`src/rtl/sprite_blitter.sv`:
```
`default_nettype none
// sprite_blitter: streams a rotated, animated 1-bpp sprite to a TFT over a byte-wide command/data port.
// Define SPRITE_BLITTER_ERASE_EN to erase the uncovered part of the previous sprite before each draw.
module sprite_blitter #(
  parameter int SIZE    = 22,
  parameter int COORD_W = 9,
  parameter int FRAMES  = 4
) (
  input  logic                                  clk,
  input  logic                                  rst_n,
  input  logic                                  enable,
  input  logic                                  draw,
  input  logic [COORD_W-1:0]                    x,
  input  logic [COORD_W-1:0]                    y,
  input  logic [1:0]                            direction,
  input  logic [$clog2(FRAMES)-1:0]             frame,
  input  logic [23:0]                           fg_color,
  input  logic [23:0]                           bg_color,
  output logic [$clog2(FRAMES*SIZE*SIZE)-1:0]   rom_addr,
  input  logic                                  rom_data,
  input  logic                                  tft_busy,
  output logic                                  tft_transmit,
  output logic                                  tft_dc,
  output logic [7:0]                            tft_data,
  output logic                                  busy
);
  localparam int FRAME_W = $clog2(FRAMES);
  localparam int ADDR_W  = $clog2(FRAMES*SIZE*SIZE);
  localparam int CNT_W   = 6;
  localparam logic [CNT_W-1:0] LAST = CNT_W'(SIZE-1);

  localparam logic [2:0] ST_IDLE  = 3'd0;
  localparam logic [2:0] ST_WIN   = 3'd1;
  localparam logic [2:0] ST_FETCH = 3'd2;
  localparam logic [2:0] ST_PIX   = 3'd3;
  localparam logic [2:0] ST_NEXT  = 3'd4;

  logic [2:0]         state;
  logic [COORD_W-1:0] x_l, y_l, win_x, win_y, win_xmax, win_ymax;
  logic [1:0]         dir_l;
  logic [FRAME_W-1:0] frame_l;
  logic [CNT_W-1:0]   win_w, win_h, px, py, sx, sy;
  logic [3:0]         idx;
  logic [1:0]         sub;
  logic               erase_pass, mask, can_send, win_dc;
  logic [7:0]         win_byte, pix_byte;
  logic [23:0]        pix_color;
  logic [15:0]        x0_e, x1_e, y0_e, y1_e;
  logic [ADDR_W-1:0]  src_addr;
  logic               er_need;
  logic [COORD_W-1:0] er_x, er_y;
  logic [CNT_W-1:0]   er_w, er_h;

  assign can_send = !tft_busy && !tft_transmit;

  // Window bounds wrap in COORD_W bits before being zero-extended into the two bytes sent.
  assign win_xmax = win_x + COORD_W'(win_w) - COORD_W'(1);
  assign win_ymax = win_y + COORD_W'(win_h) - COORD_W'(1);
  assign x0_e = 16'(win_x);
  assign x1_e = 16'(win_xmax);
  assign y0_e = 16'(win_y);
  assign y1_e = 16'(win_ymax);

  always_comb begin
    win_byte = 8'h00;
    win_dc   = 1'b1;
    case (idx)
      4'd0:    begin win_byte = 8'h2A; win_dc = 1'b0; end
      4'd1:    win_byte = x0_e[15:8];
      4'd2:    win_byte = x0_e[7:0];
      4'd3:    win_byte = x1_e[15:8];
      4'd4:    win_byte = x1_e[7:0];
      4'd5:    begin win_byte = 8'h2B; win_dc = 1'b0; end
      4'd6:    win_byte = y0_e[15:8];
      4'd7:    win_byte = y0_e[7:0];
      4'd8:    win_byte = y1_e[15:8];
      4'd9:    win_byte = y1_e[7:0];
      4'd10:   begin win_byte = 8'h2C; win_dc = 1'b0; end
      default: ;
    endcase
  end

  always_comb begin
    sx = px;
    sy = py;
    case (dir_l)
      2'd1:    begin sx = py;        sy = LAST - px; end
      2'd2:    begin sx = LAST - px; sy = LAST - py; end
      2'd3:    begin sx = LAST - py; sy = px;        end
      default: ;
    endcase
  end

  assign src_addr  = ADDR_W'(frame_l) * ADDR_W'(SIZE*SIZE) + ADDR_W'(sy) * ADDR_W'(SIZE) + ADDR_W'(sx);
  assign pix_color = (erase_pass || !mask) ? bg_color : fg_color;
  assign pix_byte  = (sub == 2'd0) ? pix_color[23:16] : (sub == 2'd1) ? pix_color[15:8] : pix_color[7:0];

`ifdef SPRITE_BLITTER_ERASE_EN
  logic [COORD_W-1:0] old_x, old_y, dx, dy, adx, ady;
  logic               old_valid;

  always_ff @(posedge clk or negedge rst_n) begin
    if (!rst_n) begin
      old_valid <= 1'b0;
      old_x     <= '0;
      old_y     <= '0;
    end else if (enable && state == ST_NEXT && !erase_pass) begin
      old_valid <= 1'b1;
      old_x     <= x_l;
      old_y     <= y_l;
    end
  end

  assign dx  = x - old_x;
  assign dy  = y - old_y;
  assign adx = dx[COORD_W-1] ? -dx : dx;
  assign ady = dy[COORD_W-1] ? -dy : dy;

  // Short axis-aligned moves erase only the uncovered strip; anything else erases the whole old square.
  always_comb begin
    er_need = old_valid && (dx != '0 || dy != '0);
    er_x    = old_x;
    er_y    = old_y;
    er_w    = CNT_W'(SIZE);
    er_h    = CNT_W'(SIZE);
    if (dx == '0 && ady < COORD_W'(SIZE)) begin
      er_h = CNT_W'(ady);
      if (dy[COORD_W-1]) er_y = y + COORD_W'(SIZE);
    end else if (dy == '0 && adx < COORD_W'(SIZE)) begin
      er_w = CNT_W'(adx);
      if (dx[COORD_W-1]) er_x = x + COORD_W'(SIZE);
    end
  end
`else
  assign er_need = 1'b0;
  assign er_x    = '0;
  assign er_y    = '0;
  assign er_w    = '0;
  assign er_h    = '0;
`endif

  always_ff @(posedge clk or negedge rst_n) begin
    if (!rst_n) begin
      state <= ST_IDLE;   busy <= 1'b0;      tft_transmit <= 1'b0;
      tft_dc <= 1'b0;     tft_data <= 8'h00; rom_addr <= '0;
      x_l <= '0;  y_l <= '0;  dir_l <= '0;  frame_l <= '0;
      win_x <= '0; win_y <= '0; win_w <= '0; win_h <= '0;
      px <= '0;   py <= '0;   idx <= '0;   sub <= '0;
      erase_pass <= 1'b0; mask <= 1'b0;
    end else begin
      // The strobe always falls after one cycle so a paused enable cannot repeat a byte.
      tft_transmit <= 1'b0;
      if (enable) begin
        case (state)
          ST_IDLE: if (draw) begin
            x_l <= x; y_l <= y; dir_l <= direction; frame_l <= frame;
            busy <= 1'b1;
            idx  <= '0;
            erase_pass <= er_need;
            win_x <= er_need ? er_x : x;
            win_y <= er_need ? er_y : y;
            win_w <= er_need ? er_w : CNT_W'(SIZE);
            win_h <= er_need ? er_h : CNT_W'(SIZE);
            state <= ST_WIN;
          end
          ST_WIN: if (can_send) begin
            tft_transmit <= 1'b1;
            tft_data     <= win_byte;
            tft_dc       <= win_dc;
            if (idx == 4'd10) begin
              idx <= '0; px <= '0; py <= '0; sub <= '0;
              state <= ST_FETCH;
            end else begin
              idx <= idx + 4'd1;
            end
          end
          ST_FETCH: begin
            sub <= sub + 2'd1;
            if (sub == 2'd0) rom_addr <= src_addr;
            if (sub == 2'd2) begin
              mask  <= rom_data;
              sub   <= '0;
              state <= ST_PIX;
            end
          end
          ST_PIX: if (can_send) begin
            tft_transmit <= 1'b1;
            tft_data     <= pix_byte;
            tft_dc       <= 1'b1;
            if (sub == 2'd2) begin
              sub <= '0;
              if (px == win_w - CNT_W'(1)) begin
                px <= '0;
                if (py == win_h - CNT_W'(1)) begin
                  state <= ST_NEXT;
                end else begin
                  py    <= py + CNT_W'(1);
                  state <= ST_FETCH;
                end
              end else begin
                px    <= px + CNT_W'(1);
                state <= ST_FETCH;
              end
            end else begin
              sub <= sub + 2'd1;
            end
          end
          ST_NEXT: if (erase_pass) begin
            erase_pass <= 1'b0;
            win_x <= x_l; win_y <= y_l;
            win_w <= CNT_W'(SIZE); win_h <= CNT_W'(SIZE);
            idx   <= '0;
            state <= ST_WIN;
          end else begin
            busy  <= 1'b0;
            state <= ST_IDLE;
          end
          default: state <= ST_IDLE;
        endcase
      end
    end
  end
endmodule
`default_nettype wire

```
`config.mk`:
```
export PLATFORM = sky130hd
export DESIGN_NAME = sprite_blitter
export DESIGN_NICKNAME = d
export VERILOG_FILES = /design/src/rtl/sprite_blitter.sv
export SDC_FILE = /design/constraint.sdc
export NUM_CORES = 1
export LEC_CHECK = 0
export ABC_AREA = 1
export CAP_MARGIN = 20
export CORE_MARGIN = 2
export CORE_UTILIZATION = 55
export DETAILED_ROUTE_END_ITERATION = 8
export PLACE_DENSITY = 0.81
export SLEW_MARGIN = 20
export SYNTH_ARGS = -nofsm -noshare
export SYNTH_HDL_FRONTEND = slang
export SYNTH_SLANG_ARGS = --single-unit
```
`constraint.sdc`:
```
create_clock -name clk -period 10.47 [get_ports clk]
set_clock_uncertainty 0.1 [all_clocks]
set_input_delay 2.094 -clock clk [delete_from_list [all_inputs] [get_ports clk]]
set_output_delay 2.094 -clock clk [all_outputs]
set_load 0.01 [all_outputs]
```
---- Word-level counts from Yosys, hierarchy flattened ----
Cells that the tools add are included.
storage, ports and cells
  RAM bits ................................ 0
  output and inout port bits .............. 22
  input port bits ......................... 76
  memories ................................ 0
  logic and storage cells ................. 152
  flip-flop bits (word level) ............. 91
  bits in read-only memories .............. 0
  latch bits .............................. 0
cells by class
  divide/modulo/power cells ............... 0
  multiply operators ...................... 2
  add/subtract/negate cells ............... 13
  equal/unequal tests ..................... 31
  bitwise gates (word level) .............. 0
  multiplexer cells ....................... 61
  magnitude comparators ................... 0
  shift-type cells ........................ 0
  reduce and logical (&&, ||, !) cells .... 26
operator list
  kind                   number
  $pmux W8 S11           1
  $mux W6                11
  $mux W9                4
  $pmux W6 S2            3
  $pmux W6 S3            2
  $pmux W9 S2            2
  $mux W8                4
  $mux W24               1
  $mux W3                8
  $ne A2 B2 Y1 const B   10
  $add A9 B6 Y9          2
  $sub A9 B1 Y9 const B  2
  $eq A4 B3 Y1 const B   4
  $mux W4                4
  $pmux W8 S2            1
  $pmux W3 S5            1
  $add A6 B1 Y6 const B  2
  $eq A4 B4 Y1 const B   3
  $eq A6 B6 Y1           2
  $pmux W4 S3            1
  $reduce_and A3 Y1      4
  $reduce_and A4 Y1      3
  $sub A5 B6 Y6 const A  2
  $add A11 B11 Y11       1
  31 further kinds       55

---- Longest topological paths before layout ----
Gate-level depths: netlist of run 1.
  word-level depth ........................ 7
  mapped depth ............................ 29
  gate-level depth less buffers ........... 29

---- Least setup slack after synthesis of run 1 ----
OpenSTA, ideal clock, no wires.
  path kind ............................... flip-flop to flip-flop
  start point ............................. reg py[2]
  end point ............................... reg rom_addr[10]
  stages on the path, launching flop included .. 28
  required time ........................... 10253 ps
  path slack .............................. 5787 ps
  buffers on the path ..................... 0
  clock period less this slack ............ 4683 ps
  library setup time ...................... 117 ps
  data arrival time ....................... 4466 ps
  cell sequence ........................... dfrtp_1 ha_1 or2_2 nand3_1 o21ai_0 a31oi_1 o21ai_0 ha_1 inv_1 fa_1 inv_1 ha_1 inv_1 nor2_1 o21ai_0 nand2_1 nand2_1 nand2_1 a21oi_1 xnor2_1 ha_1 ha_1 nand2_1 or2_2 nand3_1 nand3_1 nand3_1 nand2_1
on the way
  word-level cells in the longest chain between the ends .. 5
  elaborated cells between the ends (all ways) .. 6
  classes of those cells .................. add/sub: 3; mul: 1; mux: 2
RTL lines
  element                 line    text
  start, declared         42      logic [CNT_W-1:0] win_w, win_h, px, py, sx, sy;
  start signal, assigned  197     py <= py + CNT_W'(1);
  $sub A5 B6 Y6           88, 89
  $pmux W6 S3             86      case (dir_l)
  $mul A6 B4 Y10          94      assign src_addr = ADDR_W'(frame_l) * ADDR_W'(SIZE*SIZE) + ADDR_W'(sy) * ADDR_W'(SIZE) + ADDR_W'(sx);
  $add A11 B11 Y11        94
  $add A11 B6 Y11 *       94
  end signal, assigned    179     if (sub == 2'd0) rom_addr <= src_addr;
  end, declared           19      output logic [$clog2(FRAMES*SIZE*SIZE)-1:0] rom_addr,
Mark *: on every way between the ends. The rest lies on a longest branch, timed or not.
A chain may end at the register's enable or synchronous reset.

---- Worst setup path after layout of run 1 ----
Ends and elaborated chain as after synthesis.

==> out/metrics.csv, run 1 <==
metric,value,unit
die_w,108.3,um
place_ws,5.407,ns
grt_pass1_wl,23.98,mm
layout.nets,1080,
layout_common_cells,"nand2_1 (190), inv_1 (131), clkdlybuf4s50_1 (96)",
timing_worst_setup_path_type,register to register,
seq_area_frac_synth,0.2803,
syn_nets,990,
detail-route-antenna-nets,0,
viasPerCell,5.243,
port_buffers,97,
cts_tree,yes,
hold_buffers,0,
track_usage,0.2564,
diodes,0,
worstSetupStartpointType,register,
synthXorXnorAreaFrac,0.02490,
n_fill_cell,958,
synth_area,5981,sq um
placed_area,7029,sq um
synthFlopType,dfrtp_1,
status,completed,
antenna_found_initial,0,
fp.dieArea,11720,sq um
fp.dieH,108.3,um
numClockSinks,67,
clk_path_buf_depth,2,
clkTransAtPathRegs,0.08,ns
cp_num_buf_inv,3,
crit_slowest_cell,fa_1,
grt_pass1_vias,5224,
rsz0062_at_grt,no,
path_delay_family,adder cells,
globalplace.congestion,0.9229,
async_reset_ff_frac,1.000,
setup_viol,0,
crit_required,10.62,ns
grt_max_degree,68,
first_iter_violations,260,
mostFrequentLayoutCell,nand2_1,
area_growth,20.86,%
maxCapViolCount,0,
finalHoldViolations,0,
cp.arrival,5.23,ns
ys_ff_latch,67,
setup_ws,5.392,ns
synthSimpleGateAreaFrac,0.2720,
synth_adder_area_share,0.1494,
crit_path_end_kind,register,
post_cts_buffers,0,
clockRootBuffer,clkbuf_8,
synth-compound-area-share,0.1665,
overflow,0,
period_needed,5.078,ns
drt-pass1-iter-count,5,
hold_class,register to register,
ys_warn_count,0,
start_util,0.5566,
cts_htree_levels,3,
post_cts_resized,0,
hpwl,11.43,mm
yosysUniqueCellTypes,48,
cp_max_fo,9,
rows,38,
max-slew-margin-rel,0.4238,
final.period_utilization,0.4850,
synth_top_family_by_area,simple AND/OR/NAND/NOR gates,
routed_wl,14.53,mm
timing.fmax,196.9,MHz
tightestPinTransition,0.8643,ns
slew_viol_final,0,
syn_inst,848,
synth_enable_flop_cells,0,
tns,0,ns
routedWlPerCell,13.42,um
ioPinCount,98,
slowest_delay,0.50,ns
synth.area.mux_share,0,
cts-buffers-inserted,9,
core,10750,sq um
drc,0,
final_area,7228,sq um
worstSkewPairLatency,0.36,ns
routed-via-count,5678,
avgSynthCellArea,7.053,sq um
drive_gt1_frac,0.06787,
## cells in the mapped netlist, types with 3 or more instances
cell	instances	area (sq um)
clkbuf_1	7	26.28
nand4_1	13	81.33
a21oi_1	34	170.2
dfrtp_1	67	1677
nor2_1	68	255.2
inv_2	8	30.03
or2_2	13	81.33
xor2_1	12	105.1
o211ai_1	13	97.59
nand2_2	4	25.02
a31oi_1	5	31.28
o21ai_0	74	370.4
nor2_2	6	37.54
a21boi_1	3	22.52
nand3_1	56	280.3
xnor2_1	5	43.79
fa_1	9	180.2
ha_1	57	713.2
inv_1	131	491.7
nor3_1	3	15.01
buf_2	8	40.04
o31ai_1	5	37.54
nand2_1	190	713.2
nand3b_1	4	30.03
nor2_4	4	45.04
o21ai_2	4	35.03
o22ai_1	6	37.54
o21ai_1	12	60.06
## through the flow
stage                     cells  hold slack, ns    util
after floorplan             848          0.3824       -
after global placement     1067          0.3547  0.6542
after detailed placement   1067          0.3592  0.6542
after CTS                  1083          0.3794  0.6727
after global routing       1083          0.4234  0.6727
final                      1083          0.3764  0.6727
## worst reg2reg max path, cell delays in order (launching register included)
cell and delay (ns):
dfrtp_1 0.46, ha_1 0.27, or2_2 0.31, nand3_1 0.08, o21ai_0 0.09, a31oi_1 0.14, o21ai_0 0.19, ha_1 0.33
inv_1 0.05, fa_1 0.50, inv_1 0.05, ha_1 0.34, inv_1 0.07, nor2_1 0.03, o21ai_0 0.19, nand2_1 0.07
nand2_1 0.08, nand2_1 0.06, a21oi_1 0.16, xnor2_1 0.14, ha_1 0.24, ha_1 0.33, nand2_1 0.07, or2_2 0.29
nand3_1 0.11, nand3_1 0.09, nand3_1 0.08, nand2_1 0.06
## state kept, by name, indices dropped and copies added (netlist names), 2 cells and up
register	count
dir_l	2
frame_l	2
idx	4
px	6
py	6
rom_addr	11
state	3
sub	2
tft_data	8
win_x	9
win_y	9
## logic make-up after synthesis
family | Yosys count
AOI/OAI and AO/OA | 171
DFF | 67
adders and majority gates | 66
buffers and inverters | 161
xor gates and xnor gates | 17
and+or+nand+nor | 366
## layout make-up
class / instances / area [sq um] / share of cell area
clock buffers: 9 / 123.9 / 0.01714
clock inverters: 7 / 75.07 / 0.01039
inverters: 141 / 531.8 / 0.07357
multi-input cells: 620 / 3665 / 0.5070
flip-flops and latches: 67 / 1677 / 0.2320
well taps: 140 / 175.2 / 0.02423
repair buffers: 99 / 980.9 / 0.1357
## worst paths after layout
| kind | slack (ns) | endpoint | start | cells after the start |
|---|---|---|---|---|
| setup / recovery | 5.39 | rom_addr[10]$_DFFE_PN0P_ | py[2]$_DFFE_PN0P_ | 27 |
| hold / removal | 0.38 | rom_addr[1]$_DFFE_PN0P_ | rom_addr[1]$_DFFE_PN0P_ | 2 |
| setup reg to reg | 5.39 | rom_addr[10]$_DFFE_PN0P_ | py[2]$_DFFE_PN0P_ | 27 |
| hold reg to reg | 0.38 | rom_addr[1]$_DFFE_PN0P_ | rom_addr[1]$_DFFE_PN0P_ | 2 |
| max in group asynchronous | 7.88 | win_x[5]$_DFFE_PN0P_ | rst_n | 2 |
| min in group asynchronous | 1.82 | rom_addr[0]$_DFFE_PN0P_ | rst_n | 2 |
## per-layer routing
metal  vias up  part of all wire  global-route usage
met2       115              0.49              0.4322
met3        22             0.029             0.02773
li1       2957                 -                   -
met4         0             0.019             0.09341
met1      2584              0.46              0.3414
met5         -                 0                   0
Power of run 1 is left out: the tool's default activity adds up to more than one toggle a clock period on the data nets, which glitch-free logic cannot reach.
==> inputs of run 2 (changes only) <==
CORE_UTILIZATION = 49   (was 55)
PLACE_DENSITY = 0.76   (was 0.81)
clock period = 4.5 ns   (was 10.47 ns; I/O delays follow)
==> run 2 against run 1 <==
  * Hold slack worse by 0.0070 ns
  * Die area up 12%
  * Setup slack worse by 5.3 ns
  * Fmax up 14%
  * Utilization down 2.1 points
  * Cell count up 3.6%
  * Sequential cell count unchanged
  * Wire length up 8.8%
  * Sequential share of layout area down 1.7 points
==> out/metrics.csv, run 2 (same netlist as run 1, synthesis figures left out) <==
metric,value,unit,change
grt_max_degree,52,,was 68
crit_required,4.63,ns,was 10.62 ns
drive_gt1_frac,0.1282,,was 0.06787
drc,0,,unchanged
routedWlPerCell,14.09,um,was 13.42 um
reg_top3,"rom_addr: 11 flops, win_x: 9 flops, win_y: 9 flops",,unchanged
numClockSinks,67,,unchanged
cp.arrival,4.57,ns,was 5.23 ns
hpwl,12.09,mm,was 11.43 mm
status,completed,,unchanged
grt_pass1_wl,25.74,mm,was 23.98 mm
slew_viol_final,0,,unchanged
period_needed,4.438,ns,was 5.078 ns
finalHoldViolations,0,,unchanged
largest_reg_flops,11,,unchanged
setup_viol,0,,unchanged
globalplace.congestion,0.9560,,was 0.9229
placed_cells,1098,,"was 1,067"
diodes,0,,unchanged
start_util,0.5000,,was 0.5566
detail-route-antenna-nets,0,,unchanged
cts_tree,yes,,unchanged
routed-via-count,5936,,"was 5,678"
clk_path_buf_depth,2,,unchanged
worstSetupStartpointType,register,,unchanged
tns,0,ns,unchanged
viasPerCell,5.291,,was 5.243
antenna_found_initial,0,,unchanged
drt-pass1-iter-count,5,,unchanged
final.period_utilization,0.9863,,was 0.4850
regMostFlops,rom_addr,,unchanged
hold_buffers,0,,unchanged
max-slew-margin-rel,0.4478,,was 0.4238
rsz0062_at_grt,yes,,was no
final-instance-count-excl-fill,1122,,"was 1,083"
tightestPinTransition,0.8283,ns,was 0.8643 ns
ioPinCount,98,,unchanged
n_fill_cell,1083,,was 958
core,11960,sq um,"was 10,750 sq um"
hold_class,register to register,,unchanged
grt_pass1_vias,5496,,"was 5,224"
cts_htree_levels,3,,unchanged
clockRootBuffer,clkbuf_16,,was clkbuf_8
crit_path_end_kind,register,,unchanged
area_growth,30.36,%,was 20.86%
routed_wl,15.81,mm,was 14.53 mm
timing_worst_setup_path_type,register to register,,unchanged
track_usage,0.2455,,was 0.2564
rows,40,,was 38
fp.dieArea,13110,sq um,"was 11,720 sq um"
mostFrequentLayoutCell,nand2_1,,unchanged
port_buffers,97,,unchanged
cts-buffers-inserted,9,,unchanged
worstSkewPairLatency,0.34,ns,was 0.36 ns
timing.fmax,225.3,MHz,was 196.9 MHz
cp_max_fo,5,,was 9
maxCapViolCount,0,,unchanged
overflow,0,,unchanged
first_iter_violations,319,,was 260
layout_common_cells,"nand2_1 (187), inv_1 (128), clkdlybuf4s50_1 (96)",,"was nand2_1 (190), inv_1 (131), clkdlybuf4s50_1 (96)"
fp.dieH,114.5,um,was 108.3 um
clkTransAtPathRegs,0.06,ns,was 0.08 ns
layout.nets,1112,,"was 1,080"
die_w,114.5,um,was 108.3 um
==> run 2: cell types whose count changed in the layout (fill, tap and decap cells not counted), sizes merged <==
cell,change
buf,+32
clkbuf,+3
clkinvlp,-3
bufinv,+2
inv,-2
==> run 2: metrics by stage <==
step / setup slack [ns] / utilization / hold slack, ns / instance area (sq um)
after global routing: -0.1966 / 0.6518 / 0.3923 / 7796
after CTS: 0.01438 / 0.6397 / 0.3831 / 7652
after detailed placement: -0.1045 / 0.6058 / 0.3668 / 7246
final: 0.06156 / 0.6518 / 0.3694 / 7796
after floorplan: 0.03216 / - / 0.3824 / 6008
after global placement: 0.03128 / 0.6058 / 0.3647 / 7246
==> run 2: final timing paths <==
kind	from	to	cells after the start	slack (ns)
max in group asynchronous	rst_n	dir_l[1]$_DFFE_PN0P_	2	2.87
hold reg to reg	rom_addr[10]$_DFFE_PN0P_	rom_addr[10]$_DFFE_PN0P_	2	0.37
hold / removal	rom_addr[10]$_DFFE_PN0P_	rom_addr[10]$_DFFE_PN0P_	2	0.37
min in group asynchronous	rst_n	dir_l[0]$_DFFE_PN0P_	1	0.39
setup reg to reg	py[2]$_DFFE_PN0P_	rom_addr[10]$_DFFE_PN0P_	27	0.06
setup / recovery	py[2]$_DFFE_PN0P_	rom_addr[10]$_DFFE_PN0P_	27	0.06
==> run 2: per-layer routing <==
metal,wire length (um),GRT usage,up-vias
li1,-,-,3029
met1,7027,0.3205,2764
met2,7959,0.4166,120
met3,549,0.04764,23
met4,274,0.06504,0
met5,0,0,-
==> run 2: cell type report <==
cell class	instances	area, sq um	area share
clock inverters	4	95.09	0.01220
well taps	147	183.9	0.02359
multi-input cells	620	3820	0.4900
repair buffers	131	1221	0.1566
flip-flops and latches	67	1678	0.2152
inverters	141	531.8	0.06821
clock buffers	12	266.5	0.03418
==> run 2: repair_timing <==
item / 4_1_cts / 5_1_grt
setup endpoints to repair: 1 / 4
gates resized for setup: 5 / 29
pin swaps: 6 / 19
buffers inserted: 4 / 4
==> run 2: critical path, cell delays in order (launching register included) <==
cell and delay [ns]:
dfrtp_1 0.39, ha_2 0.18, or2_4 0.26, nand3_2 0.06
o21ai_1 0.06, a31oi_1 0.14, o21ai_1 0.11, ha_1 0.30
inv_2 0.04, fa_1 0.54, inv_2 0.05, ha_4 0.25
inv_2 0.05, nor2_2 0.03, o21ai_2 0.12, buf_4 0.12
buf_4 0.09, nand3_1 0.06, nand2_1 0.09, inv_1 0.05
ha_1 0.30, ha_4 0.31, a21oi_1 0.08, or2_4 0.26
nand3_2 0.09, nand3_2 0.08, nand3_1 0.07, nand2_1 0.05
Power of run 2 is left out for the same reason.
